$ cat config.mk
export PLATFORM = sky130hd
export DESIGN_NAME = serial_seg_frame_drv
export DESIGN_NICKNAME = d
export VERILOG_FILES = /design/src/rtl/serial_seg_frame_drv.sv
export SDC_FILE = /design/constraint.sdc
export NUM_CORES = 1
export LEC_CHECK = 0
export BUFFER_PORTS_ARGS = -buffer_cell sky130_fd_sc_hd__buf_2
export CORE_MARGIN = 1
export CORE_UTILIZATION = 55
export CTS_BUF_LIST = sky130_fd_sc_hd__clkbuf_4 sky130_fd_sc_hd__clkbuf_8
export DETAILED_ROUTE_END_ITERATION = 12
export PLACE_DENSITY = 0.84
export SYNTH_ARGS = -nofsm -noshare
export SYNTH_HDL_FRONTEND = slang
export SYNTH_SLANG_ARGS = --single-unit
$ cat constraint.sdc
create_clock -name clk -period 6.7 [get_ports clk]
set_clock_uncertainty 0.1 [all_clocks]
set_input_delay 1.34 -clock clk [delete_from_list [all_inputs] [get_ports clk]]
set_output_delay 1.34 -clock clk [all_outputs]
set_load 0.005 [all_outputs]
$ cat src/rtl/serial_seg_frame_drv.sv
// Serial frame driver for a shift-register 7-seg display. A frame takes 1 + 2*SCLK_HALF*NUM_DIGITS*SEG_W
// cycles from capture to done. There is no backpressure: update/refresh while busy queue one merged request.
module serial_seg_frame_drv #(
  parameter int NUM_DIGITS = 8,
  parameter int SEG_W      = 8,
  parameter int SCLK_HALF  = 1,
  parameter int REFRESH    = 100000,
  parameter int MSB_FIRST  = 1
) (
  input  logic                        clk,
  input  logic                        rst_n,
  input  logic [NUM_DIGITS*SEG_W-1:0] digits,
  input  logic [NUM_DIGITS-1:0]       blank,
  input  logic                        update,
  input  logic                        auto_en,
  output logic                        busy,
  output logic                        done,
  output logic                        seg_clk,
  output logic                        seg_dt,
  output logic                        seg_en,
  output logic                        seg_clr
);

  localparam int FRAME_W = NUM_DIGITS * SEG_W;
  localparam int BCNT_W  = (FRAME_W > 1) ? $clog2(FRAME_W) : 1;
  localparam int HCNT_W  = (SCLK_HALF > 1) ? $clog2(SCLK_HALF) : 1;
  localparam int RCNT_W  = (REFRESH > 1) ? $clog2(REFRESH) : 1;

  localparam logic [BCNT_W-1:0] BCNT_LAST = BCNT_W'(FRAME_W - 1);
  localparam logic [HCNT_W-1:0] HCNT_LAST = HCNT_W'(SCLK_HALF - 1);
  localparam logic [RCNT_W-1:0] RCNT_LAST = RCNT_W'((REFRESH > 0) ? REFRESH - 1 : 0);

  typedef enum logic [2:0] {
    ST_IDLE,
    ST_LOAD,
    ST_SHIFT_LO,
    ST_SHIFT_HI,
    ST_LATCH
  } state_t;

  state_t              state_q, state_d;
  logic                pending_q, pending_d;
  logic [RCNT_W-1:0]   rcnt_q, rcnt_d;
  logic [FRAME_W-1:0]  shreg_q, shreg_d;
  logic [BCNT_W-1:0]   bcnt_q, bcnt_d;
  logic [HCNT_W-1:0]   hcnt_q, hcnt_d;
  logic                busy_q, busy_d;
  logic                done_q, done_d;
  logic                seg_clk_q, seg_clk_d;
  logic                seg_dt_q, seg_dt_d;
  logic                seg_en_q, seg_en_d;
  logic                seg_clr_q, seg_clr_d;

  logic [FRAME_W-1:0]  frame_in;
  logic [FRAME_W-1:0]  shreg_nxt;
  logic                refresh_req;
  logic                new_req;
  logic                start_req;
  logic                half_last;
  logic                bit_last;

  function automatic logic first_bit(input logic [FRAME_W-1:0] v);
    if (MSB_FIRST != 0) return v[FRAME_W-1];
    else                return v[0];
  endfunction

  // Blanked digits are forced dark (all-ones) before capture.
  always_comb begin
    frame_in = '0;
    for (int k = 0; k < NUM_DIGITS; k++) begin
      frame_in[k*SEG_W +: SEG_W] = blank[k] ? {SEG_W{1'b1}} : digits[k*SEG_W +: SEG_W];
    end
  end

  always_comb begin
    rcnt_d      = '0;
    refresh_req = 1'b0;
    if (REFRESH > 0 && auto_en) begin
      if (rcnt_q == RCNT_LAST) begin
        refresh_req = 1'b1;
      end else begin
        rcnt_d = rcnt_q + RCNT_W'(1);
      end
    end
  end

  assign new_req   = update | refresh_req;
  assign start_req = new_req | pending_q;
  assign half_last = (hcnt_q == HCNT_LAST);
  assign bit_last  = (bcnt_q == '0);
  assign shreg_nxt = (MSB_FIRST != 0) ? (shreg_q << 1) : (shreg_q >> 1);

  always_ff @(posedge clk or negedge rst_n) begin
    if (!rst_n) begin
      state_q <= ST_IDLE;
    end else begin
      state_q <= state_d;
    end
  end

  always_comb begin
    state_d = state_q;
    case (state_q)
      ST_IDLE:     if (start_req) state_d = ST_LOAD;
      ST_LOAD:     state_d = ST_SHIFT_LO;
      ST_SHIFT_LO: if (half_last) state_d = ST_SHIFT_HI;
      ST_SHIFT_HI: if (half_last) state_d = bit_last ? ST_LATCH : ST_SHIFT_LO;
      ST_LATCH:    state_d = ST_IDLE;
      default:     state_d = ST_IDLE;
    endcase
  end

  always_comb begin
    pending_d = pending_q | new_req;
    shreg_d   = shreg_q;
    bcnt_d    = bcnt_q;
    hcnt_d    = hcnt_q;
    busy_d    = busy_q;
    done_d    = 1'b0;
    seg_clk_d = seg_clk_q;
    seg_dt_d  = seg_dt_q;
    seg_en_d  = seg_en_q;
    seg_clr_d = 1'b1;
    case (state_q)
      ST_IDLE: begin
        // A request arriving together with a queued one still yields a single frame.
        pending_d = 1'b0;
        if (start_req) begin
          busy_d  = 1'b1;
          shreg_d = frame_in;
        end
      end
      ST_LOAD: begin
        bcnt_d    = BCNT_LAST;
        hcnt_d    = '0;
        seg_en_d  = 1'b0;
        seg_dt_d  = first_bit(shreg_q);
        seg_clk_d = 1'b0;
      end
      ST_SHIFT_LO: begin
        if (half_last) begin
          hcnt_d    = '0;
          seg_clk_d = 1'b1;
        end else begin
          hcnt_d = hcnt_q + HCNT_W'(1);
        end
      end
      ST_SHIFT_HI: begin
        if (half_last) begin
          hcnt_d = '0;
          if (bit_last) begin
            seg_en_d  = 1'b1;
            done_d    = 1'b1;
            seg_clk_d = 1'b1;
          end else begin
            bcnt_d    = bcnt_q - BCNT_W'(1);
            shreg_d   = shreg_nxt;
            seg_dt_d  = first_bit(shreg_nxt);
            seg_clk_d = 1'b0;
          end
        end else begin
          hcnt_d = hcnt_q + HCNT_W'(1);
        end
      end
      ST_LATCH: begin
        busy_d    = 1'b0;
        seg_en_d  = 1'b1;
        seg_clk_d = 1'b1;
      end
      default: begin
        busy_d    = 1'b0;
        seg_en_d  = 1'b1;
        seg_clk_d = 1'b1;
      end
    endcase
  end

  always_ff @(posedge clk or negedge rst_n) begin
    if (!rst_n) begin
      pending_q <= 1'b0;
      rcnt_q    <= '0;
      shreg_q   <= '0;
      bcnt_q    <= '0;
      hcnt_q    <= '0;
      busy_q    <= 1'b0;
      done_q    <= 1'b0;
      seg_clk_q <= 1'b1;
      seg_dt_q  <= 1'b0;
      seg_en_q  <= 1'b1;
      seg_clr_q <= 1'b0;
    end else begin
      pending_q <= pending_d;
      rcnt_q    <= rcnt_d;
      shreg_q   <= shreg_d;
      bcnt_q    <= bcnt_d;
      hcnt_q    <= hcnt_d;
      busy_q    <= busy_d;
      done_q    <= done_d;
      seg_clk_q <= seg_clk_d;
      seg_dt_q  <= seg_dt_d;
      seg_en_q  <= seg_en_d;
      seg_clr_q <= seg_clr_d;
    end
  end

  assign busy    = busy_q;
  assign done    = done_q;
  assign seg_clk = seg_clk_q;
  assign seg_dt  = seg_dt_q;
  assign seg_en  = seg_en_q;
  assign seg_clr = seg_clr_q;

endmodule

# Word level (Yosys, flattened, before mapping)
# Cells that the tools add are included.
[classes] n_addsub=3 n_eq_ne=9 mux=41 bitwise=5 n_reduce_logical=14
[ops] op="64-bit 2-to-1 mux" count=3
[ops] op="64-bit one-hot mux with 2 select lines" count=1
[ops] op="8-bit 2-to-1 mux" count=8
[ops] op="17-bit 2-to-1 mux" count=2
[ops] op="17-bit by 1-bit adder with 17-bit output, second input constant" count=1
[ops] op="17-bit == test, second input constant" count=1
[ops] op="1-bit 2-to-1 mux" count=14
[ops] op="3-bit 2-to-1 mux" count=4
[ops] op="6-bit 2-to-1 mux" count=2
[ops] op="3-bit one-hot mux with 4 select lines" count=1
[ops] op="6-bit one-hot mux with 2 select lines" count=1
[ops] op="3-bit AND reduction" count=4
[ops] op="2-bit != test, second input constant" count=5
[ops] op="3-bit by 2-bit == test with 1-bit output, second input constant" count=2
[ops] op="6-bit logical NOT" count=1
[ops] op="1-bit one-hot mux with 2 select lines" count=3
[ops] op="2-bit nonzero test" count=3
[ops] op="6-bit by 1-bit subtractor with 6-bit output, second input constant" count=1
[ops] op="1-bit one-hot mux with 4 select lines" count=1
[ops] op="4-bit AND reduction" count=1
[ops] op="2-bit OR reduction" count=2
[ops] op="3-bit by 1-bit == test with 1-bit output, second input constant" count=1
[ops] op="3-bit logical NOT" count=1
[ops] op="1-bit NOT" count=3
[ops] op="other kinds (5)" count=6
[totals] reg_bits=98 in_bits=76 out_inout_bits=6 wordCells=84

# Depth between registers and ports, before layout
[depth] ltp_word=7 ltp_mapped=7 mapped_depth_nobuf=5

# Least setup slack after synthesis
# OpenSTA, ideal clock, no wires.
[synth_timing] path_type="input to register" from="input update" to="register shreg_q[10]" setup_time_ps=125 arrival_ps=2786 required_ps=6475 setup_slack_ps=3689 path_stages=5 path_buffers=1 path_cell_list="nor2_1 > a2111oi_2 > a2bb2oi_4 > buf_12 > mux2_4"
[synth_via] elab_chain_len=4
[synth_rtl] element="start: declaration" line="14" text="input logic update,"
[synth_rtl] element="1-bit OR" line="87" text="assign new_req = update | refresh_req;"
[synth_rtl] element="1-bit OR" line="88" text="assign start_req = new_req | pending_q;"
[synth_rtl] element="2-bit != test (no source line)"
[synth_rtl] element="4-bit AND reduction (no source line)"
[synth_rtl] element="end signal: assignment" line="194" text="shreg_q <= shreg_d;"
[synth_rtl] element="end: declaration" line="44" text="logic [FRAME_W-1:0] shreg_q, shreg_d;"
# Every way passes these cells.
# A chain may end at the register's enable or synchronous reset.

# Final worst setup path
[layout_timing] from="register state_q[2]" to="register shreg_q[2]"
[layout_via] elab_chain_len=3 word_cells_on_any_way=8 cone_classes="eq/ne (4); mux (1); reduce/logical (3)"
[layout_rtl] element="start: declaration" line="41" text="state_t state_q, state_d;"
[layout_rtl] element="start signal: assignment" line="97" text="state_q <= state_d;"
[layout_rtl] element="3-bit by 2-bit == test with 1-bit output or 3-bit logical NOT (tied branches)" line="124" text="case (state_q)"
[layout_rtl] element="2-bit != test (no source line) or 2-bit nonzero test (tied branches)"
[layout_rtl] element="4-bit AND reduction (no source line)"
# Several ways; a longest one is shown, not always the timed one.

==> results_dict.tcl <==
set metrics [dict create \
    outcome "finished clean" \
    fin_hold_ws_ns 0.3899 \
    worstPathArrival_ns 3.71 \
    timing.fmax_ghz 0.2826 \
    peakVddDrop_mv 0.08564 \
    p_int_uw 783.2 \
    fin_tns_setup_ns 0 \
    yosysSeqAreaShare 0.4695 \
    synth_top_area_frac 0.4594 \
    critPathRequiredTime_ns 6.87 \
    drv_slew 0 \
    clockBufferDepth 2 \
    clock_latency_ns 0.38 \
    post_route_cells_drive_above_1_share 0.3077 \
    final_util 0.6205 \
    syn_avg_cell_area_um2 10.27 \
    drt-initial-drc-count 147 \
    syn_area_um2 5175 \
    track_usage 0.2140 \
    yosysTopAreaCell "dfrtp_1" \
    grt_pass1_vias 3538 \
    cts_resized 0 \
    p_seq_frac 0.583 \
    reg2reg_depth 6 \
    cts_hold_buf 0 \
    synth-seq-cells 97 \
    critPathKind "flip-flop to flip-flop" \
    regToRegEndpoint "shreg_q[2]" \
    insertedDiodeCount 0 \
    dieWidth_um 99 \
    hold_viol_final 0 \
    hold_start "bcnt_q[5]" \
    syn_nets 583 \
    relSlewSlack 0.2282 \
    worstHoldPathType "flip-flop to flip-flop" \
    setup.worst_path.start "state_q[2]" \
    setup_viol 0 \
    synth_edf_count 0 \
    swShare 0.2493 \
    power_density_nw_per_um2 182.8 \
    path_max_fanout 130 \
    whs_path_depth 1 \
    route.final.wire_length_um 9580 \
    fp.dieH_um 99 \
    routedWlPerCell_um 14.03 \
    remaining_drc_errors 0 \
    cp-start-kind "flip-flop" \
    stdcell_count 683 \
    drv_cap 0 \
    grt_start_max_net_pins 131 \
    grt_pass1_wl_um 16580 \
    rows 35 \
    clkPwrFrac 0.334 \
    netlist_instances 504 \
    io_pins 82 \
    fin_nets 646 \
    post_cts_buffers 0 \
    start_util 0.5627 \
    end_kind "flip-flop" \
    rrSetupSlack_ns 3.16 \
    yosysWarnings 0 \
    placed_area_um2 5528 \
    gp_congestion 0.8516 \
    areaGrowthSynthToFinish_pct 10.28 \
    p_leak_uw 0.002647 \
    firstDrtPassIters 4 \
    dp.cells 667 \
    num_vias 3644 \
    p_comb_frac 0.083 \
    ctsRootBufferMaster "clkbuf_8" \
    cts_buffers 9 \
    via_per_inst 5.335 \
    finalCritPeriodShare 0.5281 \
    overflow 0 \
    synth_flop_cell "dfrtp_1" \
    min_to "bcnt_q[5]" \
    ys_top_cells_by_area "dfrtp_1, mux2_4, nor2_1" \
    cts_tree "built" \
    r2r-start "state_q[2]" \
    antenna_found_initial 0 \
    htreeDepth 3 \
    dp_hpwl_um 6550 \
    io_buffers 81 \
    ys_types 45 \
    clock_sinks 97 \
    fillCellCount 732 \
    clkTransAtPathRegs_ns 0.10 \
    die_area_um2 9801 \
    fin_crit_ns 3.539 \
    core_area_um2 9196 \
    rsz0062_at_grt "no" \
    async_reset_ff_frac 1.000 \
    ant_nets 0 \
    tightest_slew_ns 1.158 \
    p_sw_uw 260.1 \
    final_area_um2 5707 \
]
## sequential cells by signal, summed over array words and instances (netlist names)
| name | cells |
|---|---|
| seg_dt | 1 |
| pending_q | 1 |
| bcnt_q | 6 |
| done | 1 |
| rcnt_q | 17 |
| shreg_q | 64 |
| state_q | 3 |
| seg_clk | 1 |
| seg_clr | 1 |
| seg_en | 1 |
| busy | 1 |
## logic make-up (layout without fill, tap and decap cells)
logic type / count (synthesis) / in the layout / share of synthesized area
adders and majority gates: 3 / 3 / 0.007254
and+or+nand+nor: 196 / 196 / 0.1680
xor gates and xnor gates: 12 / 12 / 0.02031
AOI/OAI and AO/OA: 87 / 87 / 0.09647
buffers and inverters: 41 / 109 / 0.05005
other: 1 / 1 / 0.0007246
DFF: 97 / 97 / 0.4695
muxes: 67 / 67 / 0.1876
## power by group through the flow
stage	Sequential [uW]	Combinational [uW]	Clock [uW]
global placement	619	84.5	0
global route	610	97.2	380
CTS	608	87.5	359
detailed placement	620	87.2	0
floorplan	617	45.7	0
finish	608	86.1	349
## how the worst max path moves through the flow
stage,end,slack (ns),cells past startpoint
3_3_place_gp,shreg_q[4],3.05,6
6_report,shreg_q[2],3.16,6
5_1_grt,shreg_q[4],2.93,6
2_1_floorplan,shreg_q[10],3.69,5
4_1_cts,shreg_q[2],3.16,6
3_5_place_dp,shreg_q[2],3.01,6
## synthesized netlist by cell type, types with 6 or more instances
library cell / n
nor2_1: 147
dfrtp_1: 95
a21oi_1: 69
mux2_4: 59
clkbuf_1: 15
buf_1: 10
inv_1: 9
nor3_1: 9
nand3_1: 8
nand2_1: 7
xnor2_1: 7
buf_12: 6
## per-layer routing
metal	global-route usage	share of wire	vias up
li1	-	-	1832
met1	0.2895	0.47	1725
met2	0.3400	0.47	68
met3	0.04043	0.038	19
met4	0.08955	0.022	0
met5	0	0	-
## stage by stage
stage          setup slack [ns]  power, uW
4_1_cts                   3.163       1055
3_5_place_dp              3.006      706.7
2_1_floorplan             3.689      663.1
6_report                  3.161       1043
5_1_grt                   2.927       1088
3_3_place_gp              3.046      703.1
## worst max-delay path, cell delays in order (launching register included)
cell	delay [ns]
dfrtp_1	0.48
nand3b_4	0.19
buf_4	0.46
a31oi_2	0.71
a2bb2oi_4	0.17
buf_4	0.87
mux2_2	0.43
## layout make-up
class / instances / area, um^2 / share of cell area
Tap cell: 111 / 138.9 / 0.02434
Clock buffer: 9 / 123.9 / 0.02171
Inverter: 9 / 33.78 / 0.005920
Sequential cell: 97 / 2430 / 0.4258
Clock inverter: 7 / 55.05 / 0.009647
Timing Repair Buffer: 84 / 430.4 / 0.07542
Multi-Input combinational cell: 366 / 2495 / 0.4372
## placed cells by master, fill, tap and decap left out, types with 5 or more instances in the layout
cell,synthesis,final
a21oi_1,69,69
buf_2,0,80
clkbuf_8,0,9
dfrtp_1,95,95
inv_1,9,9
mux2_4,59,59
nand2_1,7,7
nand3_1,8,8
nor2_1,147,147
nor3_1,9,9
o21ai_0,5,5
xnor2_1,7,7
xor2_1,5,5
No activity file was read; power rests on OpenSTA's default activity.
